$ cat config.mk
export PLATFORM = sky130hd
export DESIGN_NAME = coef_ram_arbiter_flat
export DESIGN_NICKNAME = d
export VERILOG_FILES = /design/src/rtl/coef_ram_arbiter_if.sv /design/src/rtl/coef_ram_arbiter.sv /design/src/flat_wrapper.sv
export SDC_FILE = /design/constraint.sdc
export NUM_CORES = 1
export LEC_CHECK = 0
export ABC_AREA = 1
export CORE_AREA = 3 3 111 113
export DETAILED_ROUTE_END_ITERATION = 10
export DIE_AREA = 0 0 114 116
export HOLD_SLACK_MARGIN = 0.08
export PLACE_DENSITY = 0.83
export SKIP_LAST_GASP = 1
export SYNTH_ARGS = -nofsm -noshare
export SYNTH_HDL_FRONTEND = slang
export SYNTH_SLANG_ARGS = --single-unit
$ cat constraint.sdc
create_clock -name clk -period 8.2 [get_ports clk]
set_input_delay 1.23 -clock clk [delete_from_list [all_inputs] [get_ports clk]]
set_output_delay 1.23 -clock clk [all_outputs]
set_load 0.01 [all_outputs]
$ cat src/rtl/coef_ram_arbiter_if.sv
// coef_ram_arbiter_if: host-write, FIR-read and RAM port bundle for coef_ram_arbiter
interface coef_ram_arbiter_if #(
   parameter int FILTER_BITS = 2,
   parameter int TAP_BITS    = 8
);
   localparam int ADDR_W = FILTER_BITS + TAP_BITS;
   logic              coef_wr_stb;
   logic [7:0]        coef_wr_lsb;
   logic [7:0]        coef_wr_msb;
   logic [7:0]        filter_select;
   logic [7:0]        taps_per_filter;
   logic              coef_addr_rst;
   logic              fir_busy;
   logic              fir_rd_req;
   logic [ADDR_W-1:0] fir_rd_addr;
   logic              fir_rd_gnt;
   logic              fir_rd_valid;
   logic              ram_en;
   logic              ram_we;
   logic [ADDR_W-1:0] ram_addr;
   logic [15:0]       ram_wdata;
   logic              wr_pending;
   logic              wr_overflow;
   logic              load_done;
   modport slave (
      input  coef_wr_stb, coef_wr_lsb, coef_wr_msb, filter_select, taps_per_filter,
             coef_addr_rst, fir_busy, fir_rd_req, fir_rd_addr,
      output fir_rd_gnt, fir_rd_valid, ram_en, ram_we, ram_addr, ram_wdata,
             wr_pending, wr_overflow, load_done
   );
   modport master (
      output coef_wr_stb, coef_wr_lsb, coef_wr_msb, filter_select, taps_per_filter,
             coef_addr_rst, fir_busy, fir_rd_req, fir_rd_addr,
      input  fir_rd_gnt, fir_rd_valid, ram_en, ram_we, ram_addr, ram_wdata,
             wr_pending, wr_overflow, load_done
   );
endinterface

$ cat src/rtl/coef_ram_arbiter.sv
// coef_ram_arbiter: single-port FIR coefficient RAM shared by queued host writes and priority FIR reads.
// Defining COEF_STARVE_GUARD_EN forces one queued write through after STARVE_LIMIT waiting cycles.
module coef_ram_arbiter #(
   parameter int FILTER_BITS  = 2,
   parameter int TAP_BITS     = 8,
   parameter int FIFO_DEPTH   = 4,
   parameter int STARVE_LIMIT = 64
) (
   input logic                clk,
   input logic                reset_n,
   coef_ram_arbiter_if.slave  bus
);
   localparam int ADDR_W = FILTER_BITS + TAP_BITS;
   localparam int PW     = $clog2(FIFO_DEPTH);
   typedef enum logic [1:0] {IDLE, FIR_RD, HOST_WR} state_t;
   state_t                 r_state, w_next;
   logic [ADDR_W+15:0]     r_q [FIFO_DEPTH];
   logic [PW-1:0]          r_wp, r_rp;
   logic [PW:0]            r_cnt;
   logic [FILTER_BITS-1:0] r_fsel, w_fidx;
   logic [TAP_BITS-1:0]    r_tap, w_ptr, w_last;
   logic [ADDR_W-1:0]      r_addr, w_addr;
   logic [15:0]            r_wdata, w_wdata;
   logic                   r_gnt, r_valid, r_en, r_we, r_ovf, r_ld;
   logic                   w_full, w_push, w_pop, w_force, w_unused;
   assign w_fidx   = bus.filter_select[FILTER_BITS-1:0];
   assign w_ptr    = (bus.coef_addr_rst || w_fidx != r_fsel) ? '0 : r_tap;
   assign w_last   = TAP_BITS'(bus.taps_per_filter - 8'd1);
   assign w_full   = r_cnt == (PW+1)'(FIFO_DEPTH);
   assign w_push   = bus.coef_wr_stb && !w_full;
   assign w_pop    = w_next == HOST_WR;
   assign w_unused = ^{bus.filter_select, STARVE_LIMIT[0]};
`ifdef COEF_STARVE_GUARD_EN
   localparam int WW = $clog2(STARVE_LIMIT + 1);
   logic [WW-1:0] r_wait;
   always_ff @(posedge clk or negedge reset_n) begin
      if (!reset_n)
         r_wait <= '0;
      else
         r_wait <= (r_cnt != '0 && r_state != HOST_WR) ? r_wait + WW'(r_wait != WW'(STARVE_LIMIT)) : '0;
   end
   assign w_force = r_wait == WW'(STARVE_LIMIT) && r_state != HOST_WR && r_cnt != '0;
`else
   assign w_force = 1'b0;
`endif
   always_ff @(posedge clk or negedge reset_n) begin
      if (!reset_n) begin
         r_state <= IDLE;
         r_en    <= 1'b0;
         r_we    <= 1'b0;
         r_gnt   <= 1'b0;
         r_valid <= 1'b0;
         r_addr  <= '0;
         r_wdata <= '0;
      end else begin
         r_state <= w_next;
         r_en    <= w_next != IDLE;
         r_we    <= w_next == HOST_WR;
         r_gnt   <= w_next == FIR_RD;
         r_valid <= r_gnt;
         r_addr  <= w_addr;
         r_wdata <= w_wdata;
      end
   end
   // a read just served returns to IDLE before any queued write is considered
   always_comb begin
      w_next = w_force ? HOST_WR :
               bus.fir_rd_req ? FIR_RD :
               (r_state != FIR_RD && r_cnt != '0 && !bus.fir_busy) ? HOST_WR : IDLE;
   end
   always_comb begin
      w_addr  = (w_next == HOST_WR) ? r_q[r_rp][ADDR_W+15:16] : (w_next == FIR_RD) ? bus.fir_rd_addr : '0;
      w_wdata = (w_next == HOST_WR) ? r_q[r_rp][15:0] : '0;
   end
   always_ff @(posedge clk or negedge reset_n) begin
      if (!reset_n) begin
         r_wp   <= '0;
         r_rp   <= '0;
         r_cnt  <= '0;
         r_tap  <= '0;
         r_fsel <= '0;
         r_ovf  <= 1'b0;
         r_ld   <= 1'b0;
      end else begin
         r_wp   <= r_wp + PW'(w_push);
         r_rp   <= r_rp + PW'(w_pop);
         r_cnt  <= r_cnt + (PW+1)'(w_push) - (PW+1)'(w_pop);
         r_tap  <= !w_push ? w_ptr : (w_ptr == w_last) ? '0 : w_ptr + TAP_BITS'(1);
         r_fsel <= w_fidx;
         r_ovf  <= (bus.coef_wr_stb && w_full) || (r_ovf && !bus.coef_addr_rst);
         r_ld   <= w_push && w_ptr == w_last;
      end
   end
   always_ff @(posedge clk) begin
      if (w_push) r_q[r_wp] <= {w_fidx, w_ptr, bus.coef_wr_msb, bus.coef_wr_lsb};
   end
   assign bus.fir_rd_gnt   = r_gnt;
   assign bus.fir_rd_valid = r_valid;
   assign bus.ram_en       = r_en;
   assign bus.ram_we       = r_we;
   assign bus.ram_addr     = r_addr;
   assign bus.ram_wdata    = r_wdata;
   assign bus.wr_pending   = r_cnt != '0;
   assign bus.wr_overflow  = r_ovf;
   assign bus.load_done    = r_ld;
endmodule
$ cat src/flat_wrapper.sv
// flat-port wrapper written by rule: the top's interface ports become plain ports
module coef_ram_arbiter_flat 
#(
   parameter int FILTER_BITS  = 2,
   parameter int TAP_BITS     = 8,
   parameter int FIFO_DEPTH   = 4,
   parameter int STARVE_LIMIT = 64
)
  (clk, reset_n, bus_coef_wr_stb, bus_coef_wr_lsb, bus_coef_wr_msb, bus_filter_select, bus_taps_per_filter, bus_coef_addr_rst, bus_fir_busy, bus_fir_rd_req, bus_fir_rd_addr, bus_fir_rd_gnt, bus_fir_rd_valid, bus_ram_en, bus_ram_we, bus_ram_addr, bus_ram_wdata, bus_wr_pending, bus_wr_overflow, bus_load_done);
  coef_ram_arbiter_if #(.FILTER_BITS(FILTER_BITS), .TAP_BITS(TAP_BITS)) bus_i ();
  input logic clk;
  input logic reset_n;
  input wire logic [$bits(bus_i.coef_wr_stb)-1:0] bus_coef_wr_stb;
  input wire logic [$bits(bus_i.coef_wr_lsb)-1:0] bus_coef_wr_lsb;
  input wire logic [$bits(bus_i.coef_wr_msb)-1:0] bus_coef_wr_msb;
  input wire logic [$bits(bus_i.filter_select)-1:0] bus_filter_select;
  input wire logic [$bits(bus_i.taps_per_filter)-1:0] bus_taps_per_filter;
  input wire logic [$bits(bus_i.coef_addr_rst)-1:0] bus_coef_addr_rst;
  input wire logic [$bits(bus_i.fir_busy)-1:0] bus_fir_busy;
  input wire logic [$bits(bus_i.fir_rd_req)-1:0] bus_fir_rd_req;
  input wire logic [$bits(bus_i.fir_rd_addr)-1:0] bus_fir_rd_addr;
  output wire logic [$bits(bus_i.fir_rd_gnt)-1:0] bus_fir_rd_gnt;
  output wire logic [$bits(bus_i.fir_rd_valid)-1:0] bus_fir_rd_valid;
  output wire logic [$bits(bus_i.ram_en)-1:0] bus_ram_en;
  output wire logic [$bits(bus_i.ram_we)-1:0] bus_ram_we;
  output wire logic [$bits(bus_i.ram_addr)-1:0] bus_ram_addr;
  output wire logic [$bits(bus_i.ram_wdata)-1:0] bus_ram_wdata;
  output wire logic [$bits(bus_i.wr_pending)-1:0] bus_wr_pending;
  output wire logic [$bits(bus_i.wr_overflow)-1:0] bus_wr_overflow;
  output wire logic [$bits(bus_i.load_done)-1:0] bus_load_done;
  assign bus_i.coef_wr_stb = bus_coef_wr_stb;
  assign bus_i.coef_wr_lsb = bus_coef_wr_lsb;
  assign bus_i.coef_wr_msb = bus_coef_wr_msb;
  assign bus_i.filter_select = bus_filter_select;
  assign bus_i.taps_per_filter = bus_taps_per_filter;
  assign bus_i.coef_addr_rst = bus_coef_addr_rst;
  assign bus_i.fir_busy = bus_fir_busy;
  assign bus_i.fir_rd_req = bus_fir_rd_req;
  assign bus_i.fir_rd_addr = bus_fir_rd_addr;
  assign bus_fir_rd_gnt = bus_i.fir_rd_gnt;
  assign bus_fir_rd_valid = bus_i.fir_rd_valid;
  assign bus_ram_en = bus_i.ram_en;
  assign bus_ram_we = bus_i.ram_we;
  assign bus_ram_addr = bus_i.ram_addr;
  assign bus_ram_wdata = bus_i.ram_wdata;
  assign bus_wr_pending = bus_i.wr_pending;
  assign bus_wr_overflow = bus_i.wr_overflow;
  assign bus_load_done = bus_i.load_done;
  coef_ram_arbiter #(.FILTER_BITS(FILTER_BITS), .TAP_BITS(TAP_BITS), .FIFO_DEPTH(FIFO_DEPTH), .STARVE_LIMIT(STARVE_LIMIT)) u_core (.clk(clk), .reset_n(reset_n), .bus(bus_i));
endmodule
==> metrics.txt <==
Fin. Hold Viols 0; Max-Cap Viols 0; clk sinks 154; RSZ-0062 raised after global routing no; TritonCTS buffer count 17; actual slew at the worst max-slew pin 923 ps; worst min-delay path class register to register; Finished Layout Cells 789; Cells after Synth 554; largest net degree at the start of global routing 54; core area 11400 µm²; critical path arrival 3780 ps; clock tree buffer depth 2; most common cell after layout, fill and taps aside edfxtp_1; Crit Path Category input port to register; drt pass-1 iters 6; Initial Util 0.551; clock latency on the worst-skew pair 420 ps; TNS Setup 0 ps; FF-to-FF Start u_core.r_fsel[0]$_DFF_PN0_; clk_skew 9.49 ps; Relative slew margins 0.384; Core Rows 39; TritonCTS clock tree built; clock-pin slew on the worst setup and hold paths 60 ps; vias in the first global route 4389; Total Routing Usage GR 0.215; HP Start u_core.bus.fir_rd_gnt$_DFF_PN0_; chip height 116 µm; Critical Path Start Type input port; Yosys cell types 30; worst reg2reg path depth 16; first-pass GRT wire length 21500 µm; # diodes 0; Syn Area/Cell 11.4 µm²; endpoints failing setup 0; Max Slew Vio Count 0; Crit. Startpoint bus_filter_select[0]; routed vias 4276; hold_buf cts 0; CTS resizes 0; status completed; final wirelength 13500 µm; initial antenna violation count 0; hpwl dp 8080 µm; Initial DRC Count 427; Seq/Total Area, Yosys 0.695; Yosys Warn Count 0; share of cells above drive strength 1 0.0975; commonest non-fill, non-tap cells in the layout 104 x edfxtp_1, 96 x nor2_1, 81 x nand2_1; Synth Register Bits 154; Cells after DPL 757; nets@finish 688; post-route clock period utilization 0.422; power per cell area 306 nW/µm²; die width 114 µm; Critical Path Fanout Max 13; Vias/cell 5.42; Hold Path Depth 0; antenna-violating nets left 0; die area 13200 µm²; io pins 81; gr ovfl total 0; synthesized area 6290 µm²; drc violations 0; CTS Root Cell clkbuf_16; Worst EP required 8520 ps; Net Count, Synth 609; Finished Core Util 0.680; Max VDD drop 0.000321 V; Worst setup EP type register; IO buf count 74; RePlAce Congestion 0.826; Layout area overhead 23.4%; H-tree depth 4; setup bufs post-CTS 0; Achievable Freq 0.289 GHz; leakage 3.18 nW; wire per inst 17.0 µm; Min Clock Period, post-route 3460 ps
-- metal layers --
layer | GRT usage | vias up | wire length [µm]
li1 | - | 2021 | -
met5 | 0 | - | 0
met4 | 0.120 | 0 | 313
met1 | 0.258 | 2037 | 5220
met2 | 0.360 | 182 | 6950
met3 | 0.0507 | 36 | 963
-- state kept, by name, summed over array words and instances (netlist names), 2 cells and up --
register / flops
u_core.r_cnt: 3
u_core.bus.ram_wdata: 16
u_core.r_fsel: 2
u_core.r_wp: 2
u_core.r_state: 2
u_core.r_q: 104
u_core.r_rp: 2
u_core.r_tap: 8
u_core.bus.ram_addr: 10
-- per-stage QoR --
stage                     instance area (µm²)  hold WS [ps]  setup slack, ps  power (W)
final                                    7770           377             4740    0.00238
after global routing                     7770           382             4410    0.00250
after CTS                                7770           380             4790    0.00239
after detailed placement                 7190           370             4380    0.00163
after global placement                   7190           359             4510    0.00159
after floorplan                          6290           416             4510    0.00141
-- report_power, final --
part / leakage (nW) / total, W / switching (W) / internal (W)
Sequential: 1.61 / 0.00103 / 0.0000464 / 0.000988
Clock: 0.278 / 0.000753 / 0.000305 / 0.000449
Combinational: 1.29 / 0.000592 / 0.000393 / 0.000200
Total: 3.18 / 0.00238 / 0.000744 / 0.00164
-- synthesized netlist by cell type (all sizes together) --
master	number	area, µm²
a21oi	18	90.1
a22o	10	87.6
buf	4	27.5
clkbuf	18	67.6
clkinv	2	7.51
dfrtp	50	1250
edfxtp	104	3120
fa	1	20.0
ha	6	75.1
inv	54	203
nand2	84	323
nand3	19	133
nand3b	3	22.5
nand4	1	6.26
nor2	103	429
nor3	5	30.0
o21ai	55	275
o22ai	10	62.6
xnor2	1	8.76
xor2	6	52.6
-- cell type report --
cell class	instances	area [µm²]
clock inverters	14	146
repair buffers	82	796
clock buffers	18	429
inverters	56	210
well taps	143	179
multi-input cells	322	1640
fillers	786	3650
flip-flops and latches	154	4370
-- cell families (layout without fill, tap and decap cells) --
kind of cell / Yosys count / in the layout / share of synthesized area
adder cells (fa/ha/maj): 7 / 7 / 0.0151
AND/OR/NAND/NOR: 215 / 215 / 0.150
AO/OA/AOI/OAI: 93 / 93 / 0.0819
XOR/XNOR: 7 / 7 / 0.00974
flip-flops: 154 / 154 / 0.695
buffers and inverters: 78 / 170 / 0.0485
-- final timing paths --
kind | end | slack (ps)
min reg2reg | u_core.bus.fir_rd_valid$_DFF_PN0_ | 380
max | u_core.r_tap[6]$_DFF_PN0_ | 4740
min in group asynchronous | u_core.r_wp[1]$_DFF_PN0_ | 940
max in group asynchronous | u_core.bus.ram_wdata[8]$_DFF_PN0_ | 6810
min | u_core.bus.fir_rd_valid$_DFF_PN0_ | 380
max reg2reg | u_core.r_tap[6]$_DFF_PN0_ | 5900
-- worst max-delay path: stages --
cell	delay, ps
clkdlybuf4s50_1	660
inv_1	90
nand2_1	110
nand3_2	120
nor2_4	300
nand2_1	120
inv_1	190
ha_1	180
inv_1	50
nor2_1	130
nand2_1	110
nor2_2	130
nand3_1	80
nand2_1	90
clkinv_1	60
nand2_1	70
inv_1	40
Note: power is estimated with default switching activity, not from simulation.
